`src/rtl/mem_walk_seq.sv`:
```
// Walking-bit memory test sequencer: one write pass, then one read/compare pass,
// reporting pass/fail and the first failing address with its expected/got data.
module mem_walk_seq #(
    parameter int p_WIDTH      = 8,
    parameter int p_ADDR_WIDTH = 4
) (
    input  logic                    i_CLK,
    input  logic                    i_RST_N,
    input  logic                    i_START,
    input  logic                    i_MODE,
    output logic [p_WIDTH-1:0]      o_DIN0,
    output logic [p_WIDTH-1:0]      o_DIN1,
    output logic                    o_SEL,
    output logic [p_ADDR_WIDTH-1:0] o_ADDR,
    output logic                    o_WE,
    output logic                    o_RE,
    input  logic [p_WIDTH-1:0]      i_RDATA,
    output logic                    o_BUSY,
    output logic                    o_DONE,
    output logic                    o_PASS,
    output logic [p_ADDR_WIDTH:0]   o_ERR_CNT,
    output logic [p_ADDR_WIDTH-1:0] o_ERR_ADDR,
    output logic [p_WIDTH-1:0]      o_ERR_EXP,
    output logic [p_WIDTH-1:0]      o_ERR_GOT,
    output logic [2:0]              o_STATE
);

    typedef enum logic [2:0] {
        S_IDLE  = 3'd0,
        S_WRITE = 3'd1,
        S_READ  = 3'd2,
        S_CHECK = 3'd3,
        S_DONE  = 3'd4
    } state_t;

    localparam logic [p_ADDR_WIDTH-1:0] LAST_ADDR = '1;
    localparam logic [p_WIDTH-1:0]      PAT_INIT  = p_WIDTH'(1);

    state_t                    state_q, state_d;
    logic                      start_go;
    logic [p_ADDR_WIDTH-1:0]   addr_q;
    logic [p_WIDTH-1:0]        pat_q;
    logic [p_WIDTH-1:0]        pat_rotl;
    logic                      sel_q;
    logic                      rd_vld_q;
    logic [p_WIDTH-1:0]        exp_data_q;
    logic [p_ADDR_WIDTH-1:0]   exp_addr_q;
    logic [p_ADDR_WIDTH:0]     err_cnt_q;
    logic [p_ADDR_WIDTH-1:0]   err_addr_q;
    logic [p_WIDTH-1:0]        err_exp_q;
    logic [p_WIDTH-1:0]        err_got_q;
    logic                      active;

    // Rotation gives P(a) = 1 << (a mod p_WIDTH) for any width/depth ratio.
    assign pat_rotl = {pat_q[p_WIDTH-2:0], pat_q[p_WIDTH-1]};

    always_ff @(posedge i_CLK or negedge i_RST_N) begin
        if (!i_RST_N) begin
            state_q <= S_IDLE;
        end else begin
            state_q <= state_d;
        end
    end

    always_comb begin
        state_d  = state_q;
        start_go = 1'b0;
        case (state_q)
            S_IDLE, S_DONE: begin
                if (i_START) begin
                    state_d  = S_WRITE;
                    start_go = 1'b1;
                end
            end
            S_WRITE: if (addr_q == LAST_ADDR) state_d = S_READ;
            S_READ:  if (addr_q == LAST_ADDR) state_d = S_CHECK;
            S_CHECK: state_d = S_DONE;
            default: state_d = S_IDLE;
        endcase
    end

    always_ff @(posedge i_CLK or negedge i_RST_N) begin
        if (!i_RST_N) begin
            addr_q     <= '0;
            pat_q      <= '0;
            sel_q      <= 1'b0;
            rd_vld_q   <= 1'b0;
            exp_data_q <= '0;
            exp_addr_q <= '0;
            err_cnt_q  <= '0;
            err_addr_q <= '0;
            err_exp_q  <= '0;
            err_got_q  <= '0;
        end else if (start_go) begin
            addr_q     <= '0;
            pat_q      <= PAT_INIT;
            sel_q      <= i_MODE;
            rd_vld_q   <= 1'b0;
            err_cnt_q  <= '0;
            err_addr_q <= '0;
            err_exp_q  <= '0;
            err_got_q  <= '0;
        end else begin
            if (state_q == S_WRITE || state_q == S_READ) begin
                addr_q <= addr_q + 1'b1;
                pat_q  <= (addr_q == LAST_ADDR) ? PAT_INIT : pat_rotl;
            end
            // Expected data travels one cycle behind the read to meet i_RDATA.
            rd_vld_q   <= (state_q == S_READ);
            exp_data_q <= sel_q ? ~pat_q : pat_q;
            exp_addr_q <= addr_q;
            if (rd_vld_q && (i_RDATA != exp_data_q)) begin
                err_cnt_q <= err_cnt_q + 1'b1;
                if (err_cnt_q == '0) begin
                    err_addr_q <= exp_addr_q;
                    err_exp_q  <= exp_data_q;
                    err_got_q  <= i_RDATA;
                end
            end
        end
    end

    assign active     = (state_q == S_WRITE) || (state_q == S_READ);
    assign o_WE       = (state_q == S_WRITE);
    assign o_RE       = (state_q == S_READ);
    assign o_ADDR     = active ? addr_q : '0;
    assign o_DIN0     = active ? pat_q : '0;
    assign o_DIN1     = active ? ~pat_q : '0;
    assign o_SEL      = sel_q;
    assign o_BUSY     = active || (state_q == S_CHECK);
    assign o_DONE     = (state_q == S_DONE);
    assign o_PASS     = (state_q == S_DONE) && (err_cnt_q == '0);
    assign o_ERR_CNT  = err_cnt_q;
    assign o_ERR_ADDR = err_addr_q;
    assign o_ERR_EXP  = err_exp_q;
    assign o_ERR_GOT  = err_got_q;
    assign o_STATE    = state_q;

endmodule

```
`config.mk`:
```
export PLATFORM = sky130hd
export DESIGN_NAME = mem_walk_seq
export DESIGN_NICKNAME = d
export VERILOG_FILES = /design/src/rtl/mem_walk_seq.sv
export SDC_FILE = /design/constraint.sdc
export NUM_CORES = 1
export LEC_CHECK = 0
export ABC_AREA = 1
export CORE_AREA = 4 4 65 97
export CTS_BUF_LIST = sky130_fd_sc_hd__clkbuf_4 sky130_fd_sc_hd__clkbuf_8
export DETAILED_ROUTE_END_ITERATION = 12
export DIE_AREA = 0 0 69 101
export GPL_TIMING_DRIVEN = 0
export MAX_ROUTING_LAYER = met4
export PLACE_DENSITY_LB_ADDON = 0.25
export SETUP_SLACK_MARGIN = 0.15
export SLEW_MARGIN = 20
export SYNTH_ARGS = -nofsm -noshare
export SYNTH_HDL_FRONTEND = slang
export SYNTH_SLANG_ARGS = --single-unit
```
`constraint.sdc`:
```
create_clock -name i_CLK -period 1.5 [get_ports i_CLK]
set_input_delay 0.3 -clock i_CLK [delete_from_list [all_inputs] [get_ports i_CLK]]
set_output_delay 0.3 -clock i_CLK [all_outputs]
set_load 0.02 [all_outputs]
```
Yosys cells after proc, flatten, opt, wreduce, memory -nomap -nowiden
Cells that the tools add are included.
- RAM bits: 0
- output and inout port bits: 54
- memories kept: 0
- bits in latches: 0
- input port bits: 12
- register bits after elaboration: 54
- ROM bits: 0
- equality and inequality tests: 9
- mux-type cells: 27
- $mul: 0
- $lt $le $gt $ge: 0
- div/mod/pow operators: 0
- bitwise operators: 1
- shifts and indexed selects: 0
- add/sub/neg operators: 2
- reductions and logical operators: 12
- operators with widths (operator ; count):
    8-bit two-way mux ; 12
    4-bit two-way mux ; 6
    3-bit case mux with 4 select lines ; 1
    5-bit two-way mux ; 2
    3-bit two-way mux ; 3
    8-bit inequality test ; 1
    8-bit NOT ; 1
    3-bit by 2-bit equality test with 1-bit output (second input constant) ; 2
    2-bit nonzero test ; 3
    5-bit by 1-bit adder with 5-bit output (second input constant) ; 1
    5-bit zero test ; 1
    4-bit by 1-bit adder with 4-bit output (second input constant) ; 1
    4-bit equality test (second input constant) ; 1
    2-bit by 1-bit inequality test with 1-bit output (second input constant) ; 2
    3-bit by 1-bit equality test with 1-bit output (second input constant) ; 1
    3-bit equality test (second input constant) ; 1
    3-bit zero test ; 1
    1-bit two-way mux ; 3
    3-bit AND reduction ; 1
    1-bit logical AND ; 2
    1-bit logical OR ; 2
    2-bit inequality test (second input constant) ; 1
    2-bit AND reduction ; 1
    2-bit OR reduction ; 1

Logic depth before layout (Yosys ltp)
Gate-level depths: netlist (run 1).
- depth after elaboration: 5
- gate-level depth with buffers: 11
- depth with buffers taken out: 10

Least setup slack after synthesis (run 1)
Ideal clock, no wire load.
- path type: flip-flop to output port
- from: register state_q[0], in the netlist o_STATE[0]
- to: output o_DIN0[4]
- stages on the path, launching flop included: 7
- path slack: -0.286 ns
- data arrival time: 1.486 ns
- buffers on the path: 2
- data required time: 1.200 ns
- cells stage by stage: dfrtp_1 > nor2_4 > nor2_4 > nand2_2 > buf_6 > buf_2 > nor2_1
- word-level cells in the longest chain between the ends: 3
- elaborated cells on any way between the ends: 4
- classes of those cells: eq/ne: 2; mux: 1; reduce/logical: 1
- ends and longest elaborated chain (element ; RTL line ; source):
    start: declaration ; 39 ; state_t state_q, state_d;
    start signal: assignment ; 61 ; state_q <= state_d;
    3-bit by 1-bit equality test with 1-bit output or 3-bit by 2-bit equality test with 1-bit output (tied branches) ; 123 ; assign active = (state_q == S_WRITE) || (state_q == S_READ);
    1-bit logical OR (*) ; 123 ;
    8-bit two-way mux (*) ; 127 ; assign o_DIN0 = active ? pat_q : '0;
    end: declaration ; 11 ; output logic [p_WIDTH-1:0] o_DIN0,
Every way passes the cells marked *; elsewhere a longest branch is shown, timed or not.

Worst setup path after layout (run 1)
- from: register state_q[0], in the netlist o_STATE[0]
- to: output o_PASS
- word-level cells in the longest chain between the ends: 2
- ends and longest elaborated chain (element ; RTL line ; source):
    3-bit equality test ; 132 ; assign o_PASS = (state_q == S_DONE) && (err_cnt_q == '0);
    1-bit logical AND ; 132 ;
    end: declaration ; 20 ; output logic o_PASS,
No other way between the ends.

==> out/metrics.yaml, run 1 <==
syn_nets: 354
ioPinCount: 66
cts_root_buf: "clkbuf_8"
crit_fanout: 3
synth_cell_types: 29
power_density_nw_per_um2: 2500
antenna_cells: 0
crit_cells: 7
clkSlewWorstSetupHoldPaths_ns: 0.10
rr_startpoint: "o_STATE[0]$_DFFE_PN0P_"
dp_cells: 474
grt_pass1_vias: 2836
synth_top_cells_by_count: "nand2_1 (88), dfrtp_1 (54), nor2_1 (46), inv_1 (41), nand3_1 (34)"
die_width_um: 69
synth.most_common_cell: "nand2_1"
gr-usage-all-layers_pct: 24.5
start_util_pct: 50.1
finalCritPeriodShare_pct: 126
leakage_nw: 2.21
crit_end: "o_PASS"
coreArea_sq_um: 5450
synthTopCellsByArea: "dfrtp_1 (49%), nand2_1 (12%), nor2_1 (6.3%)"
cts_buffer_depth: 2
rrSetupSlack_ns: -0.16
rr_worst_depth: 11
min_period_ns: 1.89
grt_util_met3_pct: 4.19
viasPerCell: 5.37
firstDrtPassIters: 4
worst_pin_slew_ns: 0.694
final-max-slew-violation-count: 0
synth_top_area_cell: "dfrtp_1"
syn2layout_area_growth_pct: 68.9
ys_async_sr_fraction_pct: 100
drive_gt1_share_pct: 43.2
worstHoldPathType: "in2async"
status: "finished, violations left"
arrival_ns: 1.59
cp_cell_sequence: "nor2_4, buf_4, buf_6, inv_2, nor2_4, and2_4, buf_6"
grt_use_met1_pct: 26.7
max_slew_margin_pct: 53.8
fin_hold_ws_ns: 0.0234
critPathRequiredTime_ns: 1.20
gr-total-overflow: 0
seq_area_frac_synth_pct: 49.5
grt_max_degree: 55
irDropWorstVdd_uv: 2350
syn_area_per_cell_sq_um: 8.06
fin_ws_ns: -0.390
crit_start: "o_STATE[0]$_DFFE_PN0P_"
synth_area_sq_um: 2730
critPathSlowestCell: "dfrtp_2"
yosys.area.top_type_share_pct: 49.5
routed_wl_mm: 9.01
grt_first_pass_wirelength_mm: 13.3
endpoint_kind: "output pin"
ys_ff_latch: 54
ys_warn_count: 0
cts_buffers: 5
finClkSkew_ns: 0.00998
cts_tree: "built"
vias: 2815
rr_endpoint: "pat_q[0]$_DFFE_PN0P_"
drt_iter0_drc: 115
hold_viol: 0
worst-path-buf-inv: 4
die_area_sq_um: 6970
place_hpwl_mm: 4.76
clock-sinks: 54
rows: 33
rsz0062_at_grt: "yes"
cp-start-kind: "flop"
numPortBuffers: 65
max_freq_mhz: 529
maxCapViolations: 0
stdcell_count: 524
hold_buffers: 0
cp_slowest_stage_delay_ns: 0.46
setup_viol: 62
crit_family: "flip-flops"
grt.busiest_layer: "met2"
clk_latency_ns: 0.31
synth_edf_count: 0
violations: "setup timing"
nNetsFinal: 468
synth-main-ff-cell: "dfrtp_1"
htreeDepth: 2
wire_per_inst_um: 17.2
drc: 0
antenna_found_initial: 0
synthCells: 339
grt_use_met2_pct: 43.0
crit_type: "reg2out"
place_congestion: 0.821
die_height_um: 101
postRouteAntennaNets: 0
[cells in the final DEF (no fill, tap or decap), types with 5 or more instances in the layout]
| cell type | netlist | final |
|---|---|---|
| nand2_1 | 88 | 60 |
| dfrtp_1 | 54 | 47 |
| buf_6 | 2 | 41 |
| inv_1 | 41 | 35 |
| buf_4 | 4 | 29 |
| nand2_2 | 2 | 26 |
| nor2_1 | 46 | 24 |
| nor2_4 | 2 | 23 |
| nand3_1 | 34 | 22 |
| clkdlybuf4s15_1 | 0 | 13 |
| dlygate4sd2_1 | 0 | 12 |
| xnor2_1 | 11 | 11 |
| nand3_2 | 0 | 11 |
| clkbuf_8 | 0 | 8 |
| o21ai_1 | 2 | 7 |
| o21ai_0 | 15 | 7 |
| clkdlybuf4s50_1 | 0 | 7 |
| dfrtp_2 | 0 | 7 |
| buf_12 | 0 | 6 |
| inv_2 | 1 | 5 |
| o32ai_2 | 1 | 5 |
[layer usage]
| layer | up-vias | wire (um) |
|---|---|---|
| met5 | - | 0 |
| met4 | 0 | 257 |
| met3 | 28 | 407 |
| met2 | 103 | 4920 |
| met1 | 1381 | 3430 |
| li1 | 1303 | - |
[registers in the layout, summed over array words and instances, names as in the netlist]
signal / count
addr_q: 4
exp_addr_q: 4
exp_data_q: 8
o_ERR_ADDR: 4
o_ERR_CNT: 5
o_ERR_EXP: 8
o_ERR_GOT: 8
o_SEL: 1
o_STATE: 3
pat_q: 8
rd_vld_q: 1
[timing repair]
| action | 4_1_cts | 5_1_grt |
|---|---|---|
| resized for setup | 284 | 46 |
| buffers inserted | 23 | 10 |
| cloned | 8 | 1 |
| setup endpoints to repair | 104 | 95 |
| pin swaps | 10 | 8 |
[power by group]
part,total [mW],switching [mW],internal (mW)
Clock,0.871,0.479,0.392
Sequential,2.59,0.530,2.06
Combinational,8.05,4.30,3.76
Total,11.5,5.31,6.21
[stage by stage]
step           setup slack (ns)  cell area, sq um  TNS (ns)  util, %  power, mW
5_1_grt                  -0.440              4610    -15.43     84.6       12.1
3_5_place_dp             -0.551              3740    -22.42     68.7       8.08
6_report                 -0.390              4610    -11.20     84.6       11.5
4_1_cts                  -0.381              4410     -7.44     80.8       10.7
2_1_floorplan           -0.0816              3010     -1.20        -       6.19
3_3_place_gp              -1.57              3750    -96.20     68.8       7.94
[kinds of logic (layout without fill, tap and decap cells)]
| family | Yosys count | after routing | synth area share, % |
|---|---|---|---|
| XOR/XNOR | 14 | 14 | 4.49 |
| buffers and inverters | 58 | 172 | 9.30 |
| AO/OA/AOI/OAI | 29 | 29 | 6.92 |
| AND/OR/NAND/NOR | 181 | 182 | 28.4 |
| adder cells (fa/ha/maj) | 3 | 3 | 1.37 |
| flip-flops | 54 | 54 | 49.5 |
[worst min-delay path by stage]
stage,cells after the start,start,end,slack [ns]
after floorplan,0,i_RST_N,addr_q[0]$_DFFE_PN0P_,0.004
after global placement,2,exp_data_q[7]$_DFFE_PN0N_,exp_data_q[7]$_DFFE_PN0N_,0.49
after detailed placement,1,i_RST_N,o_ERR_CNT[0]$_DFFE_PN0P_,0.38
after CTS,1,i_RST_N,rd_vld_q$_DFF_PN0_,0.04
after global routing,1,i_RST_N,exp_addr_q[1]$_DFFE_PN0N_,0.08
final,1,i_RST_N,o_ERR_CNT[0]$_DFFE_PN0P_,0.02
[layout make-up]
cell class,instances,area (sq um)
multi-input cells,228,1610
flip-flops and latches,54,1360
repair buffers,106,1100
inverters,42,165
clock inverters,1,5.00
plain buffers,16,193
clock buffers,7,90.1
well taps,70,87.6
fillers,286,837
(Power assumes the default switching activity.)
==> run 2: changes to the inputs <==
CORE_AREA = 4 4 58 86   (was 4 4 65 97)
DIE_AREA = 0 0 62 90   (was 0 0 69 101)
DONT_BUFFER_PORTS = 1   (was unset)
==> run 2 against run 1 <==
The run ends with hold timing, setup timing left; routed wire length is 21% lower; register-to-register slack worse by 0.08 ns; flip-flop and latch count unchanged; global-route usage up 2.3 points; first-iteration DRC count is 18% higher; final cell count fell by 21%; largest power group unchanged; sequential power up 17%; clock power down 4.6%; critical path type unchanged.
==> out/metrics.yaml, run 2 (synthesis gave the netlist of run 1 again) <==
rrSetupSlack_ns: -0.24  # -0.08 ns
antenna_cells: 0  # unchanged
arrival_ns: 1.64  # +0.05 ns
rr_startpoint: "o_ERR_CNT[0]$_DFFE_PN0P_"
crit_fanout: 10  # +7
grt_use_met2_pct: 45.2  # +2.1 points
post-place-ws_ns: -0.182  # +0.369 ns
cp_slowest_stage_delay_ns: 0.52  # +0.06 ns
status: "finished, violations left"
fin_ws_ns: -0.441  # -0.0509 ns
final-max-slew-violation-count: 0  # unchanged
grt.busiest_layer: "met2"
min_period_ns: 1.94  # +0.0509 ns
fin_hold_ws_ns: -0.326  # -0.349 ns
rr_worst_depth: 9  # -2
layout_common_cells: "nand2_1 (60), dfrtp_1 (49), inv_1 (37)"
postLayoutCoreUtil_pct: 85.9  # +1.3 points
leakage_nw: 1.75  # -21%
vias: 2358  # -16%
grt_use_met1_pct: 30.8  # +4.1 points
nNetsFinal: 384  # -18%
place_congestion: 0.832  # +1.3%
finalCritPeriodShare_pct: 129  # +3.4 points
postPlaceCellArea_sq_um: 3070  # -18%
setup_viol: 59  # -4.8%
routed_wl_mm: 7.14  # -21%
crit_end: "o_DIN1[1]"
critPathSlowestCell: "dfrtp_2"
violations: "hold timing, setup timing"
start_util_pct: 64.3  # +14 points
endpoint_kind: "output pin"
coreArea_sq_um: 4250  # -22%
cp-start-kind: "flop"
fin_area_sq_um: 3650  # -21%
nFillCells: 223  # -22%
irDropWorstVdd_uv: 2390  # +1.7%
drive_gt1_share_pct: 36.5  # -6.7 points
numPortBuffers: 0  # -100%
ioPinCount: 66  # unchanged
die_area_sq_um: 5580  # -20%
crit_start: "o_STATE[0]$_DFFE_PN0P_"
viasPerCell: 5.67  # +5.5%
firstDrtPassIters: 4  # unchanged
final_common_cell: "nand2_1"
clock-sinks: 54  # unchanged
cts_buffers: 5  # unchanged
cts_root_buf: "clkbuf_8"
worstHoldPathType: "in2async"
multi_input_area_sq_um: 1550  # -3.8%
gr-usage-all-layers_pct: 26.8  # +2.3 points
grt_pass1_vias: 2342  # -17%
antenna_found_initial: 0  # unchanged
gr-total-overflow: 0  # unchanged
critPathRequiredTime_ns: 1.20  # about the same
crit_type: "reg2out"
setup_tns_ns: -14.43  # -3.23 ns
grt_util_met3_pct: 5.44  # +1.3 points
drc: 0  # unchanged
drt_iter0_drc: 136  # +18%
postRouteAntennaNets: 0  # unchanged
power_density_nw_per_um2: 2540  # +1.8%
htreeDepth: 2  # unchanged
finClkSkew_ns: 0.00931  # -0.000670 ns
die_width_um: 62  # -10%
place_hpwl_mm: 4.35  # -8.6%
cp_cell_sequence: "nor2_4, nor2_4, nand2_4, buf_8, buf_12, nor2_4"
rr_endpoint: "o_ERR_EXP[7]$_DFFE_PN0P_"
wire_per_inst_um: 17.2  # -0.20%
clkSlewWorstSetupHoldPaths_ns: 0.10  # about the same
cts_buffer_depth: 2  # unchanged
max_slew_margin_pct: 60.4  # +6.6 points
clk_latency_ns: 0.31  # about the same
grt_max_degree: 55  # unchanged
rows: 29  # -12%
seq_area_sq_um: 1360  # -0.18%
hold_viol: 54  # +54
grt_first_pass_wirelength_mm: 11.3  # -15%
cpMostUsedCell: "nor2_4"
syn2layout_area_growth_pct: 33.5
max_freq_mhz: 515  # -2.6%
cts_tree: "built"
maxCapViolations: 0  # unchanged
worst_pin_slew_ns: 0.594  # -0.0996 ns
die_height_um: 90  # -11%
rsz0062_at_grt: "yes"
[run 2: worst min path at each step]
stage                  from                        to  slack [ns]  depth (start not counted)
floorplan           i_RST_N     addr_q[0]$_DFFE_PN0P_       0.004                          0
global placement    i_RST_N  o_ERR_CNT[0]$_DFFE_PN0P_       0.006                          0
detailed placement  i_RST_N  o_ERR_CNT[0]$_DFFE_PN0P_       0.006                          0
CTS                 i_RST_N    o_STATE[0]$_DFFE_PN0P_       -0.33                          0
global route        i_RST_N    o_STATE[2]$_DFFE_PN0P_       -0.34                          0
finish              i_RST_N    o_STATE[1]$_DFFE_PN0P_       -0.33                          0
[run 2: final cells by class]
cell class,instances,share of cell area (%)
Sequential cell,54,37.2
Timing Repair Buffer,23,6.42
Tap cell,46,1.58
Multi-Input combinational cell,227,42.5
Clock inverter,2,0.343
Buffer,16,5.25
Clock buffer,6,2.26
Inverter,42,4.46
[run 2: power breakdown]
part           total (mW)  leakage [nW]  switching (mW)  internal [mW]
clock               0.831        0.0472           0.459          0.372
sequential           3.02         0.694           0.963           2.06
combinational        5.42          1.01            3.15           2.27
total                9.27          1.75            4.57           4.70
[run 2: metal layers]
metal	share of wire [%]	wire, um	up-vias
li1	-	-	1122
met1	37	2630	1145
met2	56	3980	79
met3	5.6	402	12
met4	1.8	128	0
met5	0	0	-
[run 2: repair_timing]
action / CTS / global route
gates resized for setup: 60 / 23
hold endpoints to repair: 54 / 54
setup endpoints to repair: 78 / 78
pin swaps: 11 / 12
cloned: 7 / 0
setup buffers: 9 / 7
[run 2: worst max-delay path, delay by kind of cell, from the launching register on]
family,cells,cell delay [ns]
DFF,1,0.52
and+or+nand+nor,4,0.50
buffers and inverters,2,0.31
[run 2: stage by stage]
step / std cells / power (mW) / hold slack, ns
2_1_floorplan: 339 / 6.19 / 0.00441
3_3_place_gp: 385 / 6.73 / 0.00588
3_5_place_dp: 385 / 6.86 / 0.00576
4_1_cts: 409 / 8.74 / -0.331
5_1_grt: 416 / 9.88 / -0.344
6_report: 416 / 9.27 / -0.326
==> run 3: changes to the inputs <==
--- a/config.mk
+++ b/config.mk
@@ -7,3 +7,2 @@
 export LEC_CHECK = 0
-export ABC_AREA = 1
 export CORE_AREA = 4 4 58 86
--- a/constraint.sdc
+++ b/constraint.sdc
@@ -3,2 +3,2 @@
 set_output_delay 0.3 -clock i_CLK [all_outputs]
-set_load 0.02 [all_outputs]
+set_load 0.01 [all_outputs]
==> run 3 against run 2 <==
The flow still finishes with violations (hold timing, setup timing); setup slack worse by 0.043 ns; routed wire length up 9.8%; via count down 4.8%; core utilization up 3.7 points; die area unchanged; clock skew up 0.0010 ns; flip-flop and latch count unchanged; maximum frequency down 2.1%; largest cell class unchanged.
==> out/metrics.yaml, run 3 <==
cts_tree: "built"
max_freq_mhz: 504  # -2.1%
rsz0062_at_grt: "yes"
syn_area_per_cell_sq_um: 9.80  # +22%
ys_ff_latch: 54  # unchanged
gr-usage-all-layers_pct: 24.3  # -2.5 points
synth-main-ff-cell: "dfrtp_1"
grt_pass1_vias: 2054  # -12%
drc: 0  # unchanged
cp_slowest_stage_delay_ns: 0.50  # -0.02 ns
synthCells: 274  # -19%
min_period_ns: 1.98  # +0.0426 ns
grt_util_met3_pct: 5.59  # +0.14 points
crit_family: "simple AND/OR/NAND/NOR gates"
place_hpwl_mm: 4.06  # -6.8%
synth_top_cells_by_count: "nand2_1 (76), dfrtp_1 (54), mux2i_1 (25), nor2_1 (17), and2_1 (12)"
htreeDepth: 2  # unchanged
syn2layout_area_growth_pct: 41.7
nFillCells: 170  # -24%
place_congestion: 0.853  # +2.5%
endpoint_kind: "flop"
die_width_um: 62  # unchanged
power_density_nw_per_um2: 2580  # +1.4%
vias: 2244  # -4.8%
arrival_ns: 2.20  # +0.56 ns
worst_pin_slew_ns: 0.602  # +0.00777 ns
grt_use_met2_pct: 36.8  # -8.4 points
firstDrtPassIters: 4  # unchanged
antenna_cells: 0  # unchanged
worst-path-buf-inv: 3  # +1
drive_gt1_share_pct: 42.5  # +6.1 points
postPlaceCellArea_sq_um: 2960  # -3.6%
cts_buffers: 5  # unchanged
synth_cell_types: 35  # +21%
drt_iter0_drc: 217  # +60%
cts_buffer_depth: 2  # unchanged
postRouteAntennaNets: 0  # unchanged
fin_hold_ws_ns: -0.324  # +0.00122 ns
fin_ws_ns: -0.484  # -0.0426 ns
crit_type: "reg2reg"
nNetsFinal: 336  # -13%
setup_viol: 75  # +27%
worstHoldPathType: "in2async"
synth_edf_count: 0  # unchanged
hold_viol: 54  # unchanged
die_height_um: 90  # unchanged
ys_async_sr_fraction_pct: 100  # unchanged
fin_area_sq_um: 3810  # +4.4%
postLayoutCoreUtil_pct: 89.7  # +3.7 points
viasPerCell: 6.10  # +7.6%
synth_top_area_cell: "dfrtp_1"
status: "finished, violations left"
max_slew_margin_pct: 59.9  # -0.52 points
clock-sinks: 54  # unchanged
syn_nets: 289  # -18%
start_util_pct: 63.3  # -1.1 points
grt.busiest_layer: "met2"
clkSlewWorstSetupHoldPaths_ns: 0.10  # about the same
layout_common_cells: "nand2_1 (64), dfrtp_1 (51), mux2i_1 (25)"
synthTopCellsByArea: "dfrtp_1 (50%), nand2_1 (11%), mux2i_1 (9.3%)"
grt_max_degree: 55  # unchanged
irDropWorstVdd_uv: 2390  # -0.23%
grt_first_pass_wirelength_mm: 10.1  # -10%
crit_fanout: 5  # -5
final-max-slew-violation-count: 0  # unchanged
coreArea_sq_um: 4250  # unchanged
synth.most_common_cell: "nand2_1"
numPortBuffers: 0  # unchanged
finClkSkew_ns: 0.0103  # +0.00104 ns
critPathSlowestCell: "or4b_4"
cp_cell_sequence: "inv_2, ha_4, nand2b_4, or4b_4, a21oi_4, buf_6, buf_8, mux2i_1"
wire_per_inst_um: 21.3  # +24%
seq_area_frac_synth_pct: 50.3  # +0.83 points
routed_wl_mm: 7.84  # +9.8%
grt_use_met1_pct: 31.8  # +1.0 points
leakage_nw: 1.72  # -1.8%
cp-start-kind: "flop"
gr-total-overflow: 0  # unchanged
clk_latency_ns: 0.31  # about the same
ys_warn_count: 0  # unchanged
rows: 29  # unchanged
finalCritPeriodShare_pct: 132  # +2.8 points
antenna_found_initial: 0  # unchanged
ioPinCount: 66  # unchanged
synth_area_sq_um: 2690  # -1.6%
cts_root_buf: "clkbuf_8"
die_area_sq_um: 5580  # unchanged
final_common_cell: "nand2_1"
violations: "hold timing, setup timing"
yosys.area.top_type_share_pct: 50.3  # +0.83 points
critPathRequiredTime_ns: 1.72  # +0.52 ns
maxCapViolations: 0  # unchanged
-- run 3: cells by family after synthesis --
group	count (synthesis)	share of synthesized area (%)
XOR/XNOR	19	6.19
buffers and inverters	22	4.05
adder cells (fa/ha/maj)	3	1.40
AO/OA/AOI/OAI	27	7.03
multiplexers	26	9.73
AND/OR/NAND/NOR	123	21.3
flip-flops	54	50.3
-- run 3: layout make-up --
type	count	area (sq um)	area share [%]
plain buffers	17	223	5.85
clock inverters	1	5.00	0.131
clock buffers	7	90.1	2.37
repair buffers	40	448	11.8
flip-flops and latches	54	1360	35.6
inverters	5	21.3	0.559
well taps	46	57.6	1.51
multi-input cells	198	1610	42.2
-- run 3: through the flow --
step	setup TNS, ns	power (mW)	cells	setup slack [ns]	hold WS [ns]
final	-23.51	9.81	368	-0.484	-0.324
after global routing	-28.01	10.3	368	-0.565	-0.345
after CTS	-19.09	8.43	348	-0.452	-0.327
after detailed placement	-12.74	6.37	320	-0.465	0.00594
after global placement	-11.13	6.25	320	-0.428	0.00568
after floorplan	-6.80	5.71	274	-0.299	0.00441
-- run 3: path summary, 6_finish.rpt --
| check | end | slack (ns) | start | cells after the start |
|---|---|---|---|---|
| worst min register to register | exp_addr_q[2]$_DFFE_PN0N_ | 0.52 | exp_addr_q[2]$_DFFE_PN0N_ | 2 |
| max in group asynchronous | pat_q[1]$_DFFE_PN0P_ | 1.73 | i_RST_N | 0 |
| worst max-delay path | o_ERR_GOT[0]$_DFFE_PN0P_ | -0.48 | o_ERR_CNT[0]$_DFFE_PN0P_ | 8 |
| min in group i_CLK | o_SEL$_DFFE_PN0P_ | 0.10 | i_MODE | 2 |
| worst min-delay path | o_STATE[2]$_DFFE_PN0P_ | -0.32 | i_RST_N | 0 |
| worst max register to register | o_ERR_GOT[0]$_DFFE_PN0P_ | -0.48 | o_ERR_CNT[0]$_DFFE_PN0P_ | 8 |
-- run 3: where the power goes --
group          internal, mW  switching, mW
clock network         0.392          0.465
logic                  3.17           2.96
registers              2.02          0.800
-- run 3: worst register-to-register path: stages, from the launching register on --
cell and delay (ns):
dfrtp_2 0.47, inv_2 0.09, ha_4 0.13, nand2b_4 0.06
or4b_4 0.50, a21oi_4 0.21, buf_6 0.13, buf_8 0.11
mux2i_1 0.21
-- run 3: repair_timing --
item                                   CTS  global route
gates cloned                             3             2
setup buffers                           17            19
pin swaps                               22            22
resized for setup                       53            62
endpoints found under the hold margin   54            54
setup endpoints to repair               77            77
-- run 3: routing by layer --
layer | vias up | wire [um]
met2 | 91 | 4250
met4 | 0 | 294
met5 | - | 0
met1 | 1131 | 2840
li1 | 992 | -
met3 | 30 | 454
